## src/rtl/daq_conv_sequencer_pkg.sv

```systemverilog
// daq_conv_sequencer_pkg: shared state encodings and mode constants for the conversion-start sequencer.
package daq_conv_sequencer_pkg;
   typedef enum logic [1:0] {ST_IDLE, ST_COUNT, ST_WAIT_BUSY, ST_TRIGGER} state_t;
   localparam logic [1:0] MODE_CONT   = 2'b00;
   localparam logic [1:0] MODE_SINGLE = 2'b01;
   localparam logic [1:0] MODE_BURST  = 2'b10;
endpackage

```

## src/rtl/daq_conv_sequencer_busy_sync.sv

```systemverilog
// daq_conv_sequencer_busy_sync: per-line busy synchroniser; the OR is taken only after the last stage.
module daq_conv_sequencer_busy_sync #(
   parameter int N_ADC       = 4,
   parameter int SYNC_STAGES = 2
) (
   input  logic             clk_i,
   input  logic             reset_i,
   input  logic [N_ADC-1:0] i_busy,
   output logic             o_busy_s
);
   logic [SYNC_STAGES-1:0][N_ADC-1:0] r_sync;
   always_ff @(posedge clk_i or posedge reset_i)
      if (reset_i) r_sync <= '0;
      else         r_sync <= {r_sync[SYNC_STAGES-2:0], i_busy};
   assign o_busy_s = |r_sync[SYNC_STAGES-1];
endmodule

```

## src/rtl/daq_conv_sequencer.sv

```systemverilog
// daq_conv_sequencer: drives active-low conversion-start pulses to ganged ADCs,
// with period/width control, continuous/single/burst modes, busy gating and busy timeout.
module daq_conv_sequencer
   import daq_conv_sequencer_pkg::*;
#(
   parameter int N_ADC       = 4,
   parameter int CNT_W       = 16,
   parameter int SYNC_STAGES = 2,
   parameter int BUSY_TMO    = 1000
) (
   input  logic             clk_i,
   input  logic             reset_i,
   input  logic             en_i,
   input  logic             start_i,
   input  logic             stop_i,
   input  logic [1:0]       mode_i,
   input  logic [CNT_W-1:0] period_i,
   input  logic [CNT_W-1:0] pulse_i,
   input  logic [CNT_W-1:0] burst_len_i,
   input  logic [N_ADC-1:0] busy_i,
   output logic             conv_clk_o,
   output logic             running_o,
   output logic             done_o,
   output logic             timeout_o,
   output logic [CNT_W-1:0] sample_cnt_o
);
   state_t           r_state, w_nxt;
   logic [1:0]       r_mode;
   logic [CNT_W-1:0] r_p, r_w, r_blen, r_cnt, r_smp, r_tmo, w_w_eff, w_p_eff;
   logic             r_stop, r_conv, r_done, r_tmo_flag;
   logic             w_busy_s, w_start, w_trig_end, w_last, w_done, w_enter_trig, w_retry;

   daq_conv_sequencer_busy_sync #(.N_ADC(N_ADC), .SYNC_STAGES(SYNC_STAGES)) u_sync (
      .clk_i   (clk_i),
      .reset_i (reset_i),
      .i_busy  (busy_i),
      .o_busy_s(w_busy_s)
   );

   assign w_start    = (r_state == ST_IDLE) && en_i && start_i;
   assign w_w_eff    = (pulse_i == '0) ? CNT_W'(1) : pulse_i;
   assign w_p_eff    = (period_i > w_w_eff) ? period_i : w_w_eff + 1'b1;
   // The period counter keeps running through the pulse, so the pulse ends after W cycles of it.
   assign w_trig_end = (r_state == ST_TRIGGER) && (r_cnt == r_p - r_w);
   assign w_last     = (r_mode == MODE_SINGLE) || ((r_mode == MODE_BURST) && (r_smp >= r_blen));

   always_comb begin
      w_nxt  = r_state;
      w_done = 1'b0;
      if (!en_i) w_nxt = ST_IDLE;
      else case (r_state)
         ST_IDLE:      if (start_i) w_nxt = ST_COUNT;
         ST_COUNT:     if (stop_i) begin
                          w_nxt  = ST_IDLE;
                          w_done = 1'b1;
                       end else if (r_cnt == '0) w_nxt = w_busy_s ? ST_WAIT_BUSY : ST_TRIGGER;
         ST_WAIT_BUSY: if (stop_i) begin
                          w_nxt  = ST_IDLE;
                          w_done = 1'b1;
                       end else if (!w_busy_s) w_nxt = ST_TRIGGER;
                       else if (r_tmo == CNT_W'(BUSY_TMO - 1)) w_nxt = ST_COUNT;
         ST_TRIGGER:   if (w_trig_end) begin
                          w_nxt  = (stop_i || r_stop || w_last) ? ST_IDLE : ST_COUNT;
                          w_done = stop_i || r_stop || w_last;
                       end
         default:      w_nxt = ST_IDLE;
      endcase
   end

   assign w_enter_trig = (w_nxt == ST_TRIGGER) && (r_state != ST_TRIGGER);
   assign w_retry      = (r_state == ST_WAIT_BUSY) && (w_nxt == ST_COUNT);

   always_ff @(posedge clk_i or posedge reset_i)
      if (reset_i) begin
         r_state    <= ST_IDLE;
         r_mode     <= '0;
         r_p        <= '0;
         r_w        <= '0;
         r_blen     <= '0;
         r_cnt      <= '0;
         r_smp      <= '0;
         r_tmo      <= '0;
         r_stop     <= 1'b0;
         r_conv     <= 1'b1;
         r_done     <= 1'b0;
         r_tmo_flag <= 1'b0;
      end else begin
         r_state    <= w_nxt;
         r_conv     <= (w_nxt != ST_TRIGGER);
         r_done     <= w_done;
         r_stop     <= (w_nxt == ST_TRIGGER) && (r_stop || stop_i);
         r_cnt      <= w_start ? w_p_eff - 1'b1 :
                       (w_enter_trig || w_retry) ? r_p - 1'b1 :
                       (r_cnt != '0) ? r_cnt - 1'b1 : r_cnt;
         r_tmo      <= (r_state == ST_WAIT_BUSY) ? r_tmo + 1'b1 : '0;
         r_tmo_flag <= w_start ? 1'b0 : (w_retry ? 1'b1 : r_tmo_flag);
         r_smp      <= w_start ? '0 : (w_enter_trig ? r_smp + 1'b1 : r_smp);
         if (w_start) begin
            r_mode <= mode_i;
            r_w    <= w_w_eff;
            r_p    <= w_p_eff;
            r_blen <= (burst_len_i == '0) ? CNT_W'(1) : burst_len_i;
         end
      end

   assign conv_clk_o   = r_conv;
   assign running_o    = (r_state != ST_IDLE);
   assign done_o       = r_done;
   assign timeout_o    = r_tmo_flag;
   assign sample_cnt_o = r_smp;
endmodule

```

## config.mk

```make
export PLATFORM = sky130hd
export DESIGN_NAME = daq_conv_sequencer
export DESIGN_NICKNAME = d
export VERILOG_FILES = /design/src/rtl/daq_conv_sequencer_pkg.sv /design/src/rtl/daq_conv_sequencer_busy_sync.sv /design/src/rtl/daq_conv_sequencer.sv
export SDC_FILE = /design/constraint.sdc
export NUM_CORES = 1
export LEC_CHECK = 0
export ABC_CLOCK_PERIOD_IN_PS = 4300
export BUFFER_PORTS_ARGS = -buffer_cell sky130_fd_sc_hd__buf_4
export CORE_MARGIN = 1.5
export CORE_UTILIZATION = 35
export DETAILED_ROUTE_END_ITERATION = 8
export SLEW_MARGIN = 20
export SYNTH_ARGS = -nofsm -noshare
export SYNTH_HDL_FRONTEND = slang
export SYNTH_SLANG_ARGS = --single-unit
```

## constraint.sdc

```tcl
create_clock -name clk_i -period 4.3 [get_ports clk_i]
set_clock_uncertainty 0.15 [all_clocks]
set_input_delay 0.86 -clock clk_i [delete_from_list [all_inputs] [get_ports clk_i]]
set_output_delay 0.86 -clock clk_i [all_outputs]
set_load 0.05 [all_outputs]
```

Word-level counts from Yosys, hierarchy flattened
Cells that the tools add are included.
{"block": "word_totals", "ff_bits": 112, "inputBits": 59, "elab_cells": 82}
{"block": "classes", "n_mux": 26, "reduce_logical": 22, "n_lt_le_gt_ge": 2, "eq_ne": 11, "addsub": 7}
{"cell": "$mux 16", "n": 9}
{"cell": "$add 16x1->16 const B", "n": 3}
{"cell": "$logic_not 16->1", "n": 3}
{"cell": "$sub 16x1->16 const B", "n": 3}
{"cell": "$eq 16x10->1 const B", "n": 1}
{"cell": "$eq 16x16->1", "n": 1}
{"cell": "$ge 16x16->1", "n": 1}
{"cell": "$gt 16x16->1", "n": 1}
{"cell": "$mux 2", "n": 8}
{"cell": "$reduce_bool 16->1", "n": 1}
{"cell": "$sub 16x16->16", "n": 1}
{"cell": "$eq 2x2->1 const B", "n": 4}
{"cell": "$pmux 2 s4", "n": 1}
{"cell": "$logic_and 1x1->1", "n": 7}
{"cell": "$mux 1", "n": 7}
{"cell": "$eq 2x1->1 const B", "n": 3}
{"cell": "$reduce_bool 2->1", "n": 3}
{"cell": "$logic_or 1x1->1", "n": 4}
{"cell": "$ne 2x2->1 const B", "n": 2}
{"cell": "$reduce_or 4->1", "n": 1}
{"cell": "$reduce_bool 3->1", "n": 1}
{"cell": "$logic_not 2->1", "n": 1}
{"cell": "$pmux 1 s2", "n": 1}
{"cell": "$reduce_or 2->1", "n": 1}

Logic depth before layout (Yosys ltp)
{"block": "depth", "depth_word": 13, "depth_mapped": 21, "ltp_nobuf": 19}

Modules after synthesis
A second synthesis with hierarchy kept.
{"block": "hier_totals", "cells_unflattened": 830, "hier_area_um2": 7388.3}
{"module": "daq_conv_sequencer", "n_inst": 1, "cells_each": 820, "seq_area_each_um2": 2603.7, "area_each_um2": 7176.9}
{"module": "daq_conv_sequencer_busy_sync", "n_inst": 1, "cells_each": 10, "seq_area_each_um2": 200.2, "area_each_um2": 211.5}

Worst setup path before layout
No wires, ideal clock.
{"block": "synth_timing", "path_kind": "register to register", "from": "reg r_p[9]", "to": "reg r_cnt[11]", "path_buffers": 0, "setup_ns": 0.125, "arrival_time_ns": 4.408, "path_stages_with_launch": 15, "t_required_ns": 4.025, "setup_slack_ns": -0.383, "path_cell_list": "dfrtp_1 ha_1 a21oi_1 o22ai_1 a311o_1 a2111oi_2 o2111ai_1 nor4_4 a31oi_1 a211o_1 a221oi_1 o22ai_1 nand4b_4 or4_1 mux2_4"}
{"block": "synth_between", "elab_chain_cells": 11, "elab_cells_between_ends": 15, "cone_classes": "add/sub (2); eq/ne (3); mux (5); reduce/logical (5)"}
{"element": "start: declaration", "line": "daq_conv_sequencer.sv:29", "source": "logic [CNT_W-1:0] r_p, r_w, r_blen, r_cnt, r_smp, r_tmo, w_w_eff, w_p_eff;"}
{"element": "start signal: assignment", "line": "daq_conv_sequencer.sv:101", "source": "r_p <= w_p_eff;"}
{"element": "$sub 16x16->16", "line": "daq_conv_sequencer.sv:44", "source": "assign w_trig_end = (r_state == ST_TRIGGER) && (r_cnt == r_p - r_w);"}
{"element": "$eq 16x16->1", "line": "daq_conv_sequencer.sv:44"}
{"element": "$logic_and 1x1->1", "line": "daq_conv_sequencer.sv:44"}
{"element": "$mux 2", "line": "daq_conv_sequencer.sv:62", "source": "ST_TRIGGER: if (w_trig_end) begin"}
{"element": "$pmux 2 s4", "line": "daq_conv_sequencer.sv:51", "source": "else case (r_state)"}
{"element": "$mux 2", "line": "daq_conv_sequencer.sv:50", "source": "if (!en_i) w_nxt = ST_IDLE;"}
{"element": "$eq 2x2->1 or $eq 2x1->1 (tied branches)", "line": "daq_conv_sequencer.sv:70, daq_conv_sequencer.sv:71"}
{"element": "$logic_and 1x1->1, on equally long branches", "line": "daq_conv_sequencer.sv:70, daq_conv_sequencer.sv:71"}
{"element": "$logic_or 1x1->1", "line": "daq_conv_sequencer.sv:93", "source": "(w_enter_trig || w_retry) ? r_p - 1'b1 :"}
{"element": "$mux 16", "line": "daq_conv_sequencer.sv:93"}
{"element": "$mux 16", "line": "daq_conv_sequencer.sv:92", "source": "r_cnt <= w_start ? w_p_eff - 1'b1 :"}
{"element": "end signal: assignment", "line": "daq_conv_sequencer.sv:92"}
{"element": "end: declaration", "line": "daq_conv_sequencer.sv:29"}
Parallel ways exist; a longest one is shown, timed or not.
A chain may end at the register's enable or synchronous reset.

Worst setup path in the final report
{"block": "layout_timing", "from": "reg r_p[10]", "to": "reg r_cnt[11]"}
The elaborated chain is that of the path after synthesis.

==> results.md <==
- Status: finished with violations
- Failing checks: negative setup slack
- GRT Max-Usage Layer: met2
- Max VDD drop: 0.0003165 V
- Initial antenna violation count: 0
- Post-route ant nets: 0
- Port Buffers: 78
- Row count: 53
- Main flop type after synthesis: dfrtp_1
- Worst-path fanout max: 7
- Final HPWL DP: 16.12 mm
- Number of synthesized flops with an enable pin: 0
- Max Cap Viol: 0
- Top cells by area, synth: dfrtp_1 37%, ha_1 9.2%, xnor2_1 5.3%
- Die Span Y: 149.4 um
- Syn nets: 978
- Routing usage on met2: 30.71%
- Area leader, netlist: dfrtp_1
- Clock Pin Slew Worst Setup and Hold Paths: 0.08 ns
- Synth cell types: 65
- Post-synth top area share: 37.02%
- Sink Count: 112
- First-pass GRT wire length: 34.16 mm
- GR Util met1: 26.99%
- CTS max path bufs: 2
- CTS tree: done
- Synth async-reset ratio: 100.0%
- Clock latency on the worst-skew pair: 0.37 ns
- Hold Crit Endpoint: u_sync.r_sync[5]$_DFF_PP0_
- Routed vias: 6925
- Largest net degree at the start of global routing: 61
- Initial core utilization: 35.69%
- R2R depth: 14
- DRT Wirelength: 20.69 mm
- Register area share after synthesis: 37.37%
- Final Net Count: 1217
- Final GP Congestion: 0.9311
- Endpoint arrival time on the critical path: 4.73 ns
- Period utilisation layout: 107.5%
- Drt pass-1 iters: 4
- Fillers: 1965
- Total core area: 21020 sq um
- Overflow after GRT: 0
- RSZ-0062 raised after global routing: true
- WS Path Type: reg2reg
- Area of the multi-input gates: 4690 sq um
- Crit start category: register
- Post-Synthesis Cells: 863
- Die Wd: 149.4 um
- Hold path start: u_sync.r_sync[1]$_DFF_PP0_
- Routed vias/inst: 5.011
- Setup-failing EPs final: 10
- Met3 Usage GRT: 1.860%
- Placed standard-cell area: 9719 sq um
- DIE AREA: 22330 sq um
- Vias in the first global route: 6879
- Worst Hold Depth: 0
- Top Ports: 79
- Antenna Cells: 0
- Crit path capture type: register
- Leak: 5.004 nW
- CTS root buf: clkbuf_16
- Tmin final: 4.624 ns
- CP Data Required Time: 4.40 ns
- Final slew viol count: 0
- Max frequency: 0.2163 GHz
- Yosys reg bits: 112
- Average routed wire per standard cell: 14.97 um
- Worst Max-Slew Pin Slew: 0.6108 ns
- Area delta synth->final: 38.12%
- Total CTS buffers: 9
- Synthesis Warnings: 0
- Fin area: 10360 sq um
- Worst hold path class: reg2reg
- Post-Syn Area per Cell: 8.695 sq um
- Total power draw: 7.240 mW
- Pwr per Cell Area: 698.6 nW/um^2
- Residual DRC count: 0
- Sequential Area: 2805 sq um
- R2R Path Start: r_p[10]$_DFFE_PP0P_
- Relative slew slack: 59.28%
- Setup slack after layout: -0.3240 ns
- Total Routing Usage GR: 19.35%
- 1st-iter DRT viols: 309
- Endpoints failing hold: 0
- H-tree levels: 3
- Fin Hold WS: 0.2035 ns
- Register-to-register setup slack: -0.32 ns
- Share of layout cells above drive strength 1: 31.17%
- RR Endpoint: r_cnt[11]$_DFFE_PP0P_
- Synth Cell Area: 7503 sq um
==> cell families after synthesis <==
group,share of synthesized area (%)
flip-flops,37.37
XOR/XNOR,8.621
AND/OR/NAND/NOR,21.04
multiplexers,1.968
AO/OA/AOI/OAI,16.69
buffers and inverters,4.869
adder cells (fa/ha/maj),9.438
==> where the power goes <==
group	internal [mW]	total (mW)	switching, mW	leakage (nW)
logic	2.32	4.75	2.43	3.43
clock network	0.419	0.861	0.441	0.153
registers	1.39	1.63	0.240	1.42
total	4.13	7.24	3.11	5.00
==> area by class of cell <==
class / count / share of cell area [%]
timing repair buffer: 260 / 19.05
clock inverter: 7 / 0.7968
inverter: 64 / 2.342
multi-input combinational: 655 / 45.25
sequential: 112 / 27.07
tap: 275 / 3.320
clock buffer: 9 / 2.173
==> layout by cell type (no fill, tap or decap), types with 7 or more instances in the layout <==
master     count
and2_1        27
a21oi_1       40
nor4_1        11
nand3_1       20
nor2_1        74
dfrtp_1      110
buf_4        254
nand4_1       19
mux2i_1       11
clkbuf_16      9
a21o_1        12
xnor2_1       43
o21ai_0       64
inv_1         60
xor2_1        25
and3_1        13
nand2b_1       8
nor3_1        11
nand2_1       90
ha_1          48
a21oi_2        7
==> Yosys cell counts (5+ instances only) <==
master / number
a211oi_1: 8
nor2_1: 75
o21ai_0: 67
or3_1: 6
dfrtp_1: 111
a22o_1: 5
a21o_1: 12
nand2b_1: 9
clkbuf_1: 27
a31oi_1: 6
nor3_1: 11
xnor2_1: 45
a221oi_1: 6
ha_1: 55
nand4_1: 19
mux2i_1: 11
inv_1: 64
and2_1: 28
and3_1: 14
o22ai_1: 6
a21oi_1: 48
nor4_1: 14
nand3_1: 23
xor2_1: 27
nand2_1: 91
==> sequential cells by signal, summed over array words and instances, names as in the netlist <==
signal	count
r_blen	16
r_cnt	16
r_p	16
r_tmo	16
r_w	16
sample_cnt_o	16
u_sync.r_sync	8
r_mode	2
r_state	2
conv_clk_o	1
done_o	1
r_stop	1
timeout_o	1
==> layer usage <==
metal / up-vias / routed length (um) / part of all wire, %
li1: 3503 / - / -
met1: 3276 / 10140 / 49
met2: 118 / 9511 / 46
met3: 28 / 590 / 2.9
met4: 0 / 448 / 2.2
met5: - / 0 / 0
==> worst max-delay path: stages, from the launching register on <==
cell and delay [ns]:
dfrtp_1 0.44, ha_4 0.34, xor2_4 0.17, o22ai_1 0.12, a311o_1 0.38, a2111oi_4 0.36, o2111ai_2 0.20, nor4_4 0.29
a31oi_1 0.18, a211o_4 0.38, a221oi_4 0.32, o22ai_2 0.12, nand4b_4 0.19, or4_4 0.55, mux2_4 0.30
==> metrics by stage <==
stage	utilization [%]	instances	setup slack [ns]	setup TNS [ns]
6_report	49.30	1382	-0.3240	-1.689
5_1_grt	49.30	1382	-0.4675	-3.973
4_1_cts	48.69	1379	-0.2850	-1.176
3_5_place_dp	46.24	1356	-0.7365	-8.635
3_3_place_gp	46.24	1356	-0.6796	-7.677
2_1_floorplan	-	863	-0.1186	-0.1430
==> worst max-delay path by stage <==
stage / endpoint / slack [ns] / depth (start not counted) / from
detailed placement: r_cnt[11]$_DFFE_PP0P_ / -0.74 / 21 / pulse_i[11]
CTS: r_cnt[11]$_DFFE_PP0P_ / -0.29 / 16 / r_p[0]$_DFFE_PP0P_
floorplan: r_cnt[11]$_DFFE_PP0P_ / -0.12 / 16 / r_p[0]$_DFFE_PP0P_
finish: r_cnt[11]$_DFFE_PP0P_ / -0.32 / 14 / r_p[10]$_DFFE_PP0P_
global route: r_cnt[11]$_DFFE_PP0P_ / -0.47 / 15 / r_w[0]$_DFFE_PP0P_
global placement: r_cnt[11]$_DFFE_PP0P_ / -0.68 / 21 / pulse_i[11]
==> repair_timing <==
item | 4_1_cts | 5_1_grt
endpoints found under the setup margin | 28 | 30
buffers inserted | 7 | 3
resized for setup | 30 | 24
hold endpoints to repair | 0 | 0
pin swaps | 13 | 6
hold buffers | 0 | 0
Power figures use the tool's default switching activity.
